===== src/rtl/host_drv_pkg.sv =====
// Shared definitions for the host matrix driver.
//   - Default parameter values for data width, address width and read latency.
//   - Controller state encoding.
package host_drv_pkg;

    localparam int unsigned DefDataW = 32;
    localparam int unsigned DefAw    = 32;
    localparam int unsigned DefRdLat = 1;

    typedef enum logic [3:0] {
        StIdle,
        StLoadA,
        StLoadB,
        StRun,
        StWaitFin,
        StRdIssue,
        StRdWait,
        StRdOut,
        StDone
    } drv_state_e;

endpackage


===== src/rtl/host_rd_port.sv =====
// Accelerator read port: issues one read, waits RD_LAT cycles, captures the
// returned word and holds it on the out stream until it is accepted.
// Ports:
//   clk, reset            clock, asynchronous active-low reset
//   issue_i, addr_i       one-cycle read request from the controller and its address
//   cap_o                 high in the cycle ram_data is captured
//   hs_o                  out_valid && out_ready handshake
//   arvalid, read_addr    read request towards the accelerator
//   ram_data              read data, valid RD_LAT cycles after arvalid
//   out_valid/out_ready/out_data  result stream
// RD_LAT must be at least 1.
module host_rd_port
    import host_drv_pkg::*;
#(
    parameter int unsigned DATA_W = DefDataW,
    parameter int unsigned AW     = DefAw,
    parameter int unsigned RD_LAT = DefRdLat
) (
    input  logic              clk,
    input  logic              reset,
    input  logic              issue_i,
    input  logic [AW-1:0]     addr_i,
    output logic              cap_o,
    output logic              hs_o,
    output logic              arvalid,
    output logic [AW-1:0]     read_addr,
    input  logic [DATA_W-1:0] ram_data,
    output logic              out_valid,
    input  logic              out_ready,
    output logic [DATA_W-1:0] out_data
);

    localparam int unsigned CntW = (RD_LAT > 1) ? $clog2(RD_LAT) : 1;

    logic              waiting_q, waiting_d;
    logic [CntW-1:0]   cnt_q, cnt_d;
    logic              valid_q, valid_d;
    logic [DATA_W-1:0] data_q, data_d;

    assign arvalid   = issue_i;
    assign read_addr = issue_i ? addr_i : '0;
    // cnt_q counts down the remaining wait cycles; zero marks the data cycle.
    assign cap_o     = waiting_q && (cnt_q == '0);
    assign hs_o      = valid_q && out_ready;
    assign out_valid = valid_q;
    assign out_data  = data_q;

    always_comb begin
        waiting_d = waiting_q;
        cnt_d     = cnt_q;
        valid_d   = valid_q;
        data_d    = data_q;
        if (hs_o) begin
            valid_d = 1'b0;
        end
        if (issue_i) begin
            waiting_d = 1'b1;
            cnt_d     = CntW'(RD_LAT - 1);
        end else if (cap_o) begin
            waiting_d = 1'b0;
            valid_d   = 1'b1;
            data_d    = ram_data;
        end else if (waiting_q) begin
            cnt_d = cnt_q - 1'b1;
        end
    end

    always_ff @(posedge clk or negedge reset) begin
        if (!reset) begin
            waiting_q <= 1'b0;
            cnt_q     <= '0;
            valid_q   <= 1'b0;
            data_q    <= '0;
        end else begin
            waiting_q <= waiting_d;
            cnt_q     <= cnt_d;
            valid_q   <= valid_d;
            data_q    <= data_d;
        end
    end

endmodule


===== src/rtl/host_matrix_driver.sv =====
// Host-side driver for a matrix accelerator: streams A then B (N*N words each)
// into the accelerator write port, pulses go, waits for finish, then reads back
// the N*N result words one at a time onto the out stream.
// Ports:
//   clk, reset                      clock, asynchronous active-low reset
//   start, matrix_size              job launch and N (sampled on accepted start)
//   in_valid/in_ready/in_data       load stream (A words then B words)
//   A_cho, B_cho, wready_q,
//   write_addr, hello_world_q       accelerator write port
//   go, work, finish                accelerator run control
//   arvalid, read_addr, ram_data    accelerator read port
//   out_valid/out_ready/out_data    result stream
//   busy, done                      status
module host_matrix_driver
    import host_drv_pkg::*;
#(
    parameter int unsigned DATA_W = DefDataW,
    parameter int unsigned AW     = DefAw,
    parameter int unsigned RD_LAT = DefRdLat
) (
    input  logic              clk,
    input  logic              reset,
    input  logic              start,
    input  logic [31:0]       matrix_size,
    input  logic              in_valid,
    output logic              in_ready,
    input  logic [DATA_W-1:0] in_data,
    output logic              A_cho,
    output logic              B_cho,
    output logic              wready_q,
    output logic [AW-1:0]     write_addr,
    output logic [DATA_W-1:0] hello_world_q,
    output logic              go,
    output logic              work,
    input  logic              finish,
    output logic              arvalid,
    output logic [AW-1:0]     read_addr,
    input  logic [DATA_W-1:0] ram_data,
    output logic              out_valid,
    input  logic              out_ready,
    output logic [DATA_W-1:0] out_data,
    output logic              busy,
    output logic              done
);

    drv_state_e        state_q, state_d;
    logic [31:0]       total_q, total_d;  // N*N
    logic [31:0]       k_q, k_d;          // words accepted for the current matrix
    logic [31:0]       j_q, j_d;          // current read index
    logic              wr_valid_q, wr_valid_d;
    logic [AW-1:0]     wr_addr_q, wr_addr_d;
    logic [DATA_W-1:0] wr_data_q, wr_data_d;

    logic load_st, all_in, accept, rd_issue, rd_cap, rd_hs;

    assign load_st  = (state_q == StLoadA) || (state_q == StLoadB);
    assign all_in   = (k_q == total_q);
    assign in_ready = load_st && !all_in;
    assign accept   = in_valid && in_ready;
    assign rd_issue = (state_q == StRdIssue);

    always_comb begin
        state_d    = state_q;
        total_d    = total_q;
        k_d        = k_q;
        j_d        = j_q;
        wr_valid_d = accept;
        wr_addr_d  = wr_addr_q;
        wr_data_d  = wr_data_q;
        if (accept) begin
            wr_addr_d = AW'(k_q);
            wr_data_d = in_data;
            k_d       = k_q + 32'd1;
        end
        unique case (state_q)
            StIdle: begin
                if (start) begin
                    total_d = matrix_size * matrix_size;
                    k_d     = '0;
                    j_d     = '0;
                    state_d = (matrix_size == '0) ? StDone : StLoadA;
                end
            end
            // A load phase ends one cycle after its last write beat, so the
            // select of one matrix never overlaps a write beat of the other.
            StLoadA, StLoadB: begin
                if (all_in && !wr_valid_q) begin
                    k_d     = '0;
                    state_d = (state_q == StLoadA) ? StLoadB : StRun;
                end
            end
            StRun: state_d = StWaitFin;
            StWaitFin: begin
                if (finish) begin
                    j_d     = '0;
                    state_d = StRdIssue;
                end
            end
            StRdIssue: state_d = StRdWait;
            StRdWait: begin
                if (rd_cap) begin
                    state_d = StRdOut;
                end
            end
            StRdOut: begin
                if (rd_hs) begin
                    if (j_q == total_q - 32'd1) begin
                        state_d = StDone;
                    end else begin
                        j_d     = j_q + 32'd1;
                        state_d = StRdIssue;
                    end
                end
            end
            StDone:  state_d = StIdle;
            default: state_d = StIdle;
        endcase
    end

    always_ff @(posedge clk or negedge reset) begin
        if (!reset) begin
            state_q    <= StIdle;
            total_q    <= '0;
            k_q        <= '0;
            j_q        <= '0;
            wr_valid_q <= 1'b0;
            wr_addr_q  <= '0;
            wr_data_q  <= '0;
        end else begin
            state_q    <= state_d;
            total_q    <= total_d;
            k_q        <= k_d;
            j_q        <= j_d;
            wr_valid_q <= wr_valid_d;
            wr_addr_q  <= wr_addr_d;
            wr_data_q  <= wr_data_d;
        end
    end

    assign A_cho         = (state_q == StLoadA);
    assign B_cho         = (state_q == StLoadB);
    assign wready_q      = wr_valid_q;
    assign write_addr    = wr_addr_q;
    assign hello_world_q = wr_data_q;
    assign go            = (state_q == StRun);
    assign work          = (state_q == StRun) || (state_q == StWaitFin);
    assign busy          = (state_q != StIdle);
    assign done          = (state_q == StDone);

    host_rd_port #(
        .DATA_W (DATA_W),
        .AW     (AW),
        .RD_LAT (RD_LAT)
    ) u_rd_port (
        .clk       (clk),
        .reset     (reset),
        .issue_i   (rd_issue),
        .addr_i    (AW'(j_q)),
        .cap_o     (rd_cap),
        .hs_o      (rd_hs),
        .arvalid   (arvalid),
        .read_addr (read_addr),
        .ram_data  (ram_data),
        .out_valid (out_valid),
        .out_ready (out_ready),
        .out_data  (out_data)
    );

endmodule


===== config.mk =====
export PLATFORM = sky130hd
export DESIGN_NAME = host_matrix_driver
export DESIGN_NICKNAME = d
export VERILOG_FILES = /design/src/rtl/host_drv_pkg.sv /design/src/rtl/host_rd_port.sv /design/src/rtl/host_matrix_driver.sv
export SDC_FILE = /design/constraint.sdc
export NUM_CORES = 1
export LEC_CHECK = 0
export ABC_AREA = 1
export ABC_CLOCK_PERIOD_IN_PS = 3400
export CAP_MARGIN = 20
export CORE_MARGIN = 2
export CORE_UTILIZATION = 25
export DETAILED_ROUTE_END_ITERATION = 8
export DONT_BUFFER_PORTS = 1
export SETUP_SLACK_MARGIN = 0.3
export SLEW_MARGIN = 20
export SYNTH_ARGS = -nofsm -noshare
export SYNTH_HDL_FRONTEND = slang
export SYNTH_SLANG_ARGS = --single-unit

===== constraint.sdc =====
create_clock -name clk -period 3.4 [get_ports clk]
set_input_delay 0.85 -clock clk [delete_from_list [all_inputs] [get_ports clk]]
set_output_delay 0.85 -clock clk [all_outputs]
set_load 0.1 [all_outputs]

Word level (Yosys, flattened, before mapping)
Cells that the tools add are included.

Mux-type cells: 27. Reduce and logical (&&, ||, !) cells: 21. Equal/unequal tests: 17. $mul: 1. $add $sub $neg: 4. Bitwise operators: 2.

Operator list (number): two-way mux 32 bit (8); one-hot mux 32 bit (3 select lines) (1); adder 32 x 1 -> 32 bit (second input constant) (2); equality test 32 bit (2); one-hot mux 32 bit (2 select lines) (1); logical NOT 32 bit (1); multiplier 32 x 32 -> 32 bit (1); subtractor 32 x 1 -> 32 bit (second input constant) (1); two-way mux 4 bit (7); one-hot mux 4 bit (7 select lines) (1); equality test 4 x 3 -> 1 bit (second input constant) (4); inequality test 2 bit (second input constant) (6); AND reduction 5 bit (2); two-way mux 1 bit (9); equality test 4 x 2 -> 1 bit (second input constant) (2); AND reduction 2 bit (3); logical AND 1 bit (5); equality test 4 x 1 -> 1 bit (second input constant) (1); equality test 4 bit (second input constant) (1); logical NOT 4 bit (1); nonzero test 2 bit (2); nonzero test 4 bit (1); nonzero test 3 bit (1); logical NOT 1 bit (2); 5 further kinds (7).

Register bits: 200. Input port bits: 102.

Longest topological paths before layout
Gate-level depths: netlist of run 1.

Depth after elaboration: 7. Depth in mapped cells: 32. Gate-level depth less buffers: 30.

By module
A second synthesis of run 1 with hierarchy kept.

Cell total of the unflattened synthesis: 3488. Area, all modules: 26230.2 µm².

Modules (own cells, without submodules): host_matrix_driver (cells each 3264, times used 1, sequential area each 4103.9 µm², area each 24497.2 µm²); host_rd_port (cells each 224, times used 1, sequential area each 875.8 µm², area each 1732.9 µm²).

Worst setup path before layout of run 1
No wires, ideal clock.

Path type: input to register. From: input matrix_size[14]. To: register total_q[27]. Slack: -3.892 ns. Cell stages on the path: 25. Setup time: 0.131 ns. Arrival time: 7.161 ns. Required time: 3.269 ns. Buffers on the path: 2. Path through: clkbuf_1 > buf_1 > nand2_1 > fa_1 > inv_1 > fa_1 > inv_1 > fa_1 > fa_1 > inv_1 > fa_1 > inv_1 > fa_1 > inv_1 > fa_1 > fa_1 > ha_1 > a21oi_1 > o21ai_0 > a21oi_1 > nand3_1 > a21o_1 > or2_2 > nand3_1 > o21ai_0.

Cells in the longest elaborated chain, start to end: 1.

RTL lines: start: declaration (RTL line host_matrix_driver.sv:24) `input logic [31:0] matrix_size,`; multiplier 32 x 32 -> 32 bit (RTL line host_matrix_driver.sv:78) `total_d = matrix_size * matrix_size;`; end signal: assignment (RTL line host_matrix_driver.sv:131) `total_q <= total_d;`; end: declaration (RTL line host_matrix_driver.sv:47) `logic [31:0] total_q, total_d;`.

No other way between the ends. A chain may end at the register's enable or synchronous reset.

Worst setup path after layout of run 1
From: input matrix_size[5]. To: register total_q[29].

Same word-level chain as after synthesis.

==> flow_metrics.py, run 1 <==
metrics = {
    "logic_synthesis": {
        "yosys.cell_types.count": 57,
        "syn_area_mm2": 0.0262,
        "yosysMostFrequentCell": "nand2_1",
        "synth_top_cell_area_share_pct": 27.8,
        "synth_common_cells": "nand2_1 (879), inv_1 (729), fa_1 (364)",
        "async_reset_ff_share_pct": 100,
        "synth_edf_count": 0,
        "ys_seq_area_share_pct": 19.0,
        "netlist_instances": 3353,
        "synth_top_area_cell": "fa_1",
        "syn_nets": 3954,
        "ys_seq_elements": 199,
        "synth_area_per_cell_um2": 7.81,
        "ys_warn_count": 0,
        "ys.flop_type": "dfrtp_1",
        "synth_area_leaders": "fa_1 (28%), dfrtp_1 (19%), nand2_1 (13%), inv_1 (10%), ha_1 (6.4%)",
    },
    "clocking": {
        "cts_made_buffers": 17,
        "path_clk_slew_ps": 90,
        "hold_buffers": 0,
        "cts_sinks": 199,
        "cts-root-buf": "clkbuf_16",
        "clock_path_buffers": 2,
        "clk_latency_ps": 460,
        "htree_levels": 4,
        "cts_tree": "built",
    },
    "global_route": {
        "grt_pass1_wl_mm": 122,
        "grt_max_degree": 200,
        "grt_pass1_vias": 22712,
        "track_usage_pct": 14.2,
        "overflow": 0,
        "antenna_found_initial": 0,
    },
    "finish": {
        "fillers": 10940,
        "antennaDiodeCount": 0,
        "final_nets": 4159,
        "multiInputGateArea_mm2": 0.0193,
        "seqCellArea_mm2": 0.00499,
        "drive_gt1_share_pct": 20.2,
        "area_growth_syn_to_layout_pct": 22.6,
        "utilization_pct": 30.9,
        "layoutNonFillerInstCount": 4951,
    },
    "routing": {
        "initialDrtViolationCount": 1358,
        "drc": 0,
        "via_per_inst": 4.40,
        "wl_per_cell_um": 15.4,
        "ant_nets": 0,
        "drt_wl_total_mm": 76.4,
        "firstDrtPassIters": 6,
        "vias": 21779,
    },
    "critical_path": {
        "cp_max_fo": 28,
        "required_ps": 3750,
        "worstSetupPathType": "input port to flip-flop",
        "arrival_ps": 6620,
        "cp-end-kind": "flip-flop",
        "startpoint_type": "input port",
    },
    "placement": {
        "place_hpwl_mm": 62.0,
        "placed_cells": 4900,
        "numPortBuffers": 0,
        "gp_congestion": 0.914,
    },
    "sta": {
        "max_freq_mhz": 159,
        "tightest_slew_ps": 1000,
        "rsz0062_at_grt": "yes",
        "max_slew_margin_pct": 33.1,
        "setup_viol": 26,
        "fin_crit_ps": 6270,
        "skew_ps": 11.9,
        "final-max-slew-violation-count": 0,
        "min_period_over_period_pct": 184,
        "hold_viol": 0,
        "fin_ws_ps": -2870,
    },
    "floorplanning": {
        "die_w_um": 328,
        "core_mm2": 0.104,
        "ioPinCount": 240,
        "initial_core_util_pct": 25.2,
        "die_h_um": 328,
        "num_rows": 118,
        "die_area_mm2": 0.107,
    },
    "flow_run": {
        "cap_violations": 0,
    },
    "status": {
        "violations": "setup timing",
        "outcome": "complete, but fails checks",
    },
    "worst_hold_path": {
        "hold_class": "input port to async pin",
    },
}
final timing paths:
check | cells after the start | slack, ps | to | startpoint
setup / recovery | 24 | -2870 | total_q[29] | matrix_size[5]
hold / removal | 0 | 80 | u_rd_port.out_data[1] | reset
max in group asynchronous | 0 | 3030 | total_q[6] | reset
hold reg to reg | 2 | 520 | u_rd_port.cnt_q | u_rd_port.cnt_q
setup reg to reg | 13 | 610 | j_q[0] | total_q[4]
min in group clk | 2 | 500 | hello_world_q[17] | in_data[17]
cell usage in the layout, fill, tap and decap left out, types with 40 or more instances in the layout:
master and instances:
nand4_1 68, xor2_1 87, ha_1 98, buf_4 254
inv_2 46, nor3_1 45, inv_1 689, nor2_4 40
nor2_1 141, o21ai_0 63, nand2_1 846, dfrtp_1 194
nand2_2 51, fa_1 344, nand3_1 130
kinds of logic after synthesis:
group	share of synthesized area, %
AOI/OAI and AO/OA	4.68
and+or+nand+nor	24.1
muxes	1.38
adders and majority gates	34.3
buffers and inverters	12.6
DFF	19.0
xor gates and xnor gates	4.02
layout make-up:
cell class                      instances  area share, %
Sequential cell                       199           15.5
Tap cell                             1380           5.38
Clock buffer                           17           1.32
Inverter                              739           8.67
Clock inverter                         15          0.647
Multi-Input combinational cell       2300           60.0
Timing Repair Buffer                  301           8.46
metrics by stage:
step                area, um^2  setup slack, ps  TNS (ps)  hold WS [ps]
CTS                      31900            -2810    -56830          50.8
finish                   32100            -2870    -57760          76.0
detailed placement       30700            -3430    -72040           511
floorplan                27300            -3340    -68760           483
global route             32100            -3070    -62520          45.9
global placement         30700            -3390    -71710           495
critical path: stages:
cell and delay [ps]:
nand2_8 40, fa_1 560, inv_1 60, fa_1 440
fa_1 520, inv_2 50, fa_1 520, inv_1 50
fa_1 470, inv_1 50, fa_1 490, inv_2 40
fa_2 530, fa_2 460, ha_4 290, a21oi_4 150
o21ai_1 90, a21oi_1 160, nand3_2 90, a21o_1 200
buf_6 130, a21oi_4 130, xor2_1 140, o21ai_1 80
what timing repair did:
item,4_1_cts,5_1_grt
cloned,0,0
setup buffers,16,3
pin swaps,88,39
setup endpoints to repair,51,48
gates resized for setup,119,53
layer usage:
metal  global-route usage [%]  vias up  wire length (um)
met5                        0        -                 0
met4                     2.96        0              1360
met3                     2.14       94              4590
met2                     25.3      627             37300
met1                     18.0    10541             33100
li1                         -    10517                 -
registers in the layout, indices dropped and copies added (netlist names):
register             count
u_rd_port.out_valid      1
wready_q                 1
j_q                     32
write_addr              32
u_rd_port.out_data      32
state_q                  4
total_q                 31
k_q                     32
hello_world_q           32
u_rd_port.cnt_q          1
u_rd_port.waiting_q      1
Power of run 1 is not shown: default switching activity piles up to over one toggle a cycle in this logic, so the estimate is an artifact.
==> inputs of run 2 (changes only) <==
--- a/config.mk
+++ b/config.mk
@@ -6,7 +6,7 @@
 export NUM_CORES = 1
 export LEC_CHECK = 0
 export ABC_AREA = 1
-export ABC_CLOCK_PERIOD_IN_PS = 3400
+export ABC_CLOCK_PERIOD_IN_PS = 8050
 export CAP_MARGIN = 20
 export CORE_MARGIN = 2
 export CORE_UTILIZATION = 25
==> constraint.sdc (replaced) <==
create_clock -name clk -period 8.05 [get_ports clk]
set_input_delay 2.0125 -clock clk [delete_from_list [all_inputs] [get_ports clk]]
set_output_delay 2.0125 -clock clk [all_outputs]
set_load 0.1 [all_outputs]
==> run 2 against run 1 <==
Against the previous run: the flow now finishes without violations; clock-buffer cell count did not move; critical path type unchanged; worst setup slack improved by 3400 ps; non-clock buffer count fell by 264; final area fell by 11%; critical path depth did not move; global-route usage fell by 0.33 points; clock skew rose by 6.4 ps; sequential share of layout area rose by 1.8 points; worst hold slack improved by 440 ps.
==> flow_metrics.py, run 2 (synthesis results as in run 1) <==
metrics = {
    "finish": {
        "final_nets": 3895,
        "area_growth_syn_to_layout_pct": 9.53,
        "final_common_cell": "nand2_1",
        "layoutNonFillerInstCount": 4687,
        "drive_gt1_share_pct": 8.83,
        "fillers": 11270,
        "utilization_pct": 27.7,
        "antennaDiodeCount": 0,
        "mostFrequentLayoutCells": "nand2_1 (870), inv_1 (729), fa_1 (362), dfrtp_1 (199), nor2_1 (144)",
    },
    "clocking": {
        "htree_levels": 4,
        "cts_made_buffers": 17,
        "cts_sinks": 199,
        "cts-root-buf": "clkbuf_16",
        "clk_latency_ps": 470,
        "path_clk_slew_ps": 80,
        "clock_path_buffers": 2,
        "cts_tree": "built",
        "hold_buffers": 0,
    },
    "routing": {
        "wl_per_cell_um": 16.0,
        "vias": 20922,
        "ant_nets": 0,
        "initialDrtViolationCount": 1441,
        "drt_wl_total_mm": 75.2,
        "via_per_inst": 4.46,
        "firstDrtPassIters": 6,
        "drc": 0,
    },
    "sta": {
        "skew_ps": 18.4,
        "setup_viol": 0,
        "min_period_over_period_pct": 93.3,
        "fin_crit_ps": 7510,
        "max_slew_margin_pct": 25.4,
        "tightest_slew_ps": 1120,
        "max_freq_mhz": 133,
        "final-max-slew-violation-count": 0,
        "hold_viol": 0,
        "rsz0062_at_grt": "yes",
        "setup-tns-final_ps": 0,
        "fin_ws_ps": 537,
    },
    "worst_hold_path": {
        "hold_class": "flip-flop to flip-flop",
    },
    "critical_path": {
        "path_cells": "nand2_4 -> fa_1 -> inv_1 -> fa_1 -> fa_1 -> inv_1 -> fa_1 -> inv_1 -> fa_1 -> inv_1 -> fa_1 -> inv_1 -> fa_1 -> fa_1 -> ha_4 -> nand2_2 -> nor2_1 -> and3_2 -> nand4_1 -> nand3_2 -> a21o_1 -> or2_2 -> nand3_1 -> o21ai_0",
        "rr_endpoint": "k_q[26]",
        "ff2ff_setup_slack_ps": 4020,
        "rr_worst_depth": 11,
        "critPathBufInv": 5,
        "cp_top_family": "adder cells",
        "worst_path_largest_cell_delay_ps": 570,
        "crit_cells": 24,
        "cpMaxStageDelayCell": "fa_1",
        "r2r-start": "state_q[2]",
        "startpoint_type": "input port",
        "required_ps": 8390,
        "cp_max_fo": 28,
        "cp-end-kind": "flip-flop",
        "setup.worst_path.start": "matrix_size[5]",
        "critical_path.endpoint": "total_q[24]",
        "arrival_ps": 7850,
        "worstSetupPathType": "input port to flip-flop",
        "cpMostUsedCell": "fa_1",
    },
    "floorplanning": {
        "die_w_um": 328,
        "core_mm2": 0.104,
        "num_rows": 118,
        "die_h_um": 328,
        "initial_core_util_pct": 25.2,
        "ioPinCount": 240,
        "die_area_mm2": 0.107,
    },
    "global_route": {
        "grt_pass1_vias": 21192,
        "track_usage_pct": 13.8,
        "grt_max_degree": 200,
        "antenna_found_initial": 0,
        "grt_pass1_wl_mm": 118,
        "overflow": 0,
    },
    "status": {
        "outcome": "finished clean",
    },
    "placement": {
        "place_hpwl_mm": 60.0,
        "placed_cells": 4654,
        "gp_congestion": 0.912,
        "pre_cts_slack_ps": -75.0,
        "numPortBuffers": 0,
    },
    "flow_run": {
        "cap_violations": 0,
    },
}
[run 2: routing by layer]
layer	wire [um]	global-route usage, %
met5	0	0
met4	1260	3.03
met3	5190	1.59
met2	35500	23.7
met1	33300	18.7
[run 2: tightest hold or removal path, cell delays in order, from the launching register on]
cell,delay (ps)
dfrtp_1,380
inv_1,70
nor2_1,40
[run 2: layout make-up]
cell class	count	area (um^2)	share of cell area, %
Multi-Input combinational cell	2300	18300	63.6
Sequential cell	199	4980	17.4
Inverter	739	2770	9.67
Tap cell	1380	1730	6.02
Clock buffer	17	425	1.48
Timing Repair Buffer	37	309	1.08
Clock inverter	15	221	0.772
[run 2: timing repair]
action,CTS,global route
endpoints found under the setup margin,0,8
resized for setup,0,9
buffers inserted,0,0
[run 2: worst min path at each step]
stage                         start               to  slack (ps)  depth (start not counted)
floorplan           u_rd_port.cnt_q  u_rd_port.cnt_q         480                          2
global placement    u_rd_port.cnt_q  u_rd_port.cnt_q         500                          2
detailed placement  u_rd_port.cnt_q  u_rd_port.cnt_q         520                          2
CTS                 u_rd_port.cnt_q  u_rd_port.cnt_q         530                          2
global route        u_rd_port.cnt_q  u_rd_port.cnt_q         540                          2
finish              u_rd_port.cnt_q  u_rd_port.cnt_q         520                          2
[run 2: through the flow]
step / area [um^2] / hold WS [ps]
floorplan: 26600 / 483
global placement: 28000 / 496
detailed placement: 28000 / 515
finish: 28700 / 521
CTS: 28700 / 526
global route: 28700 / 540
Power of run 2 is left out for the same reason.
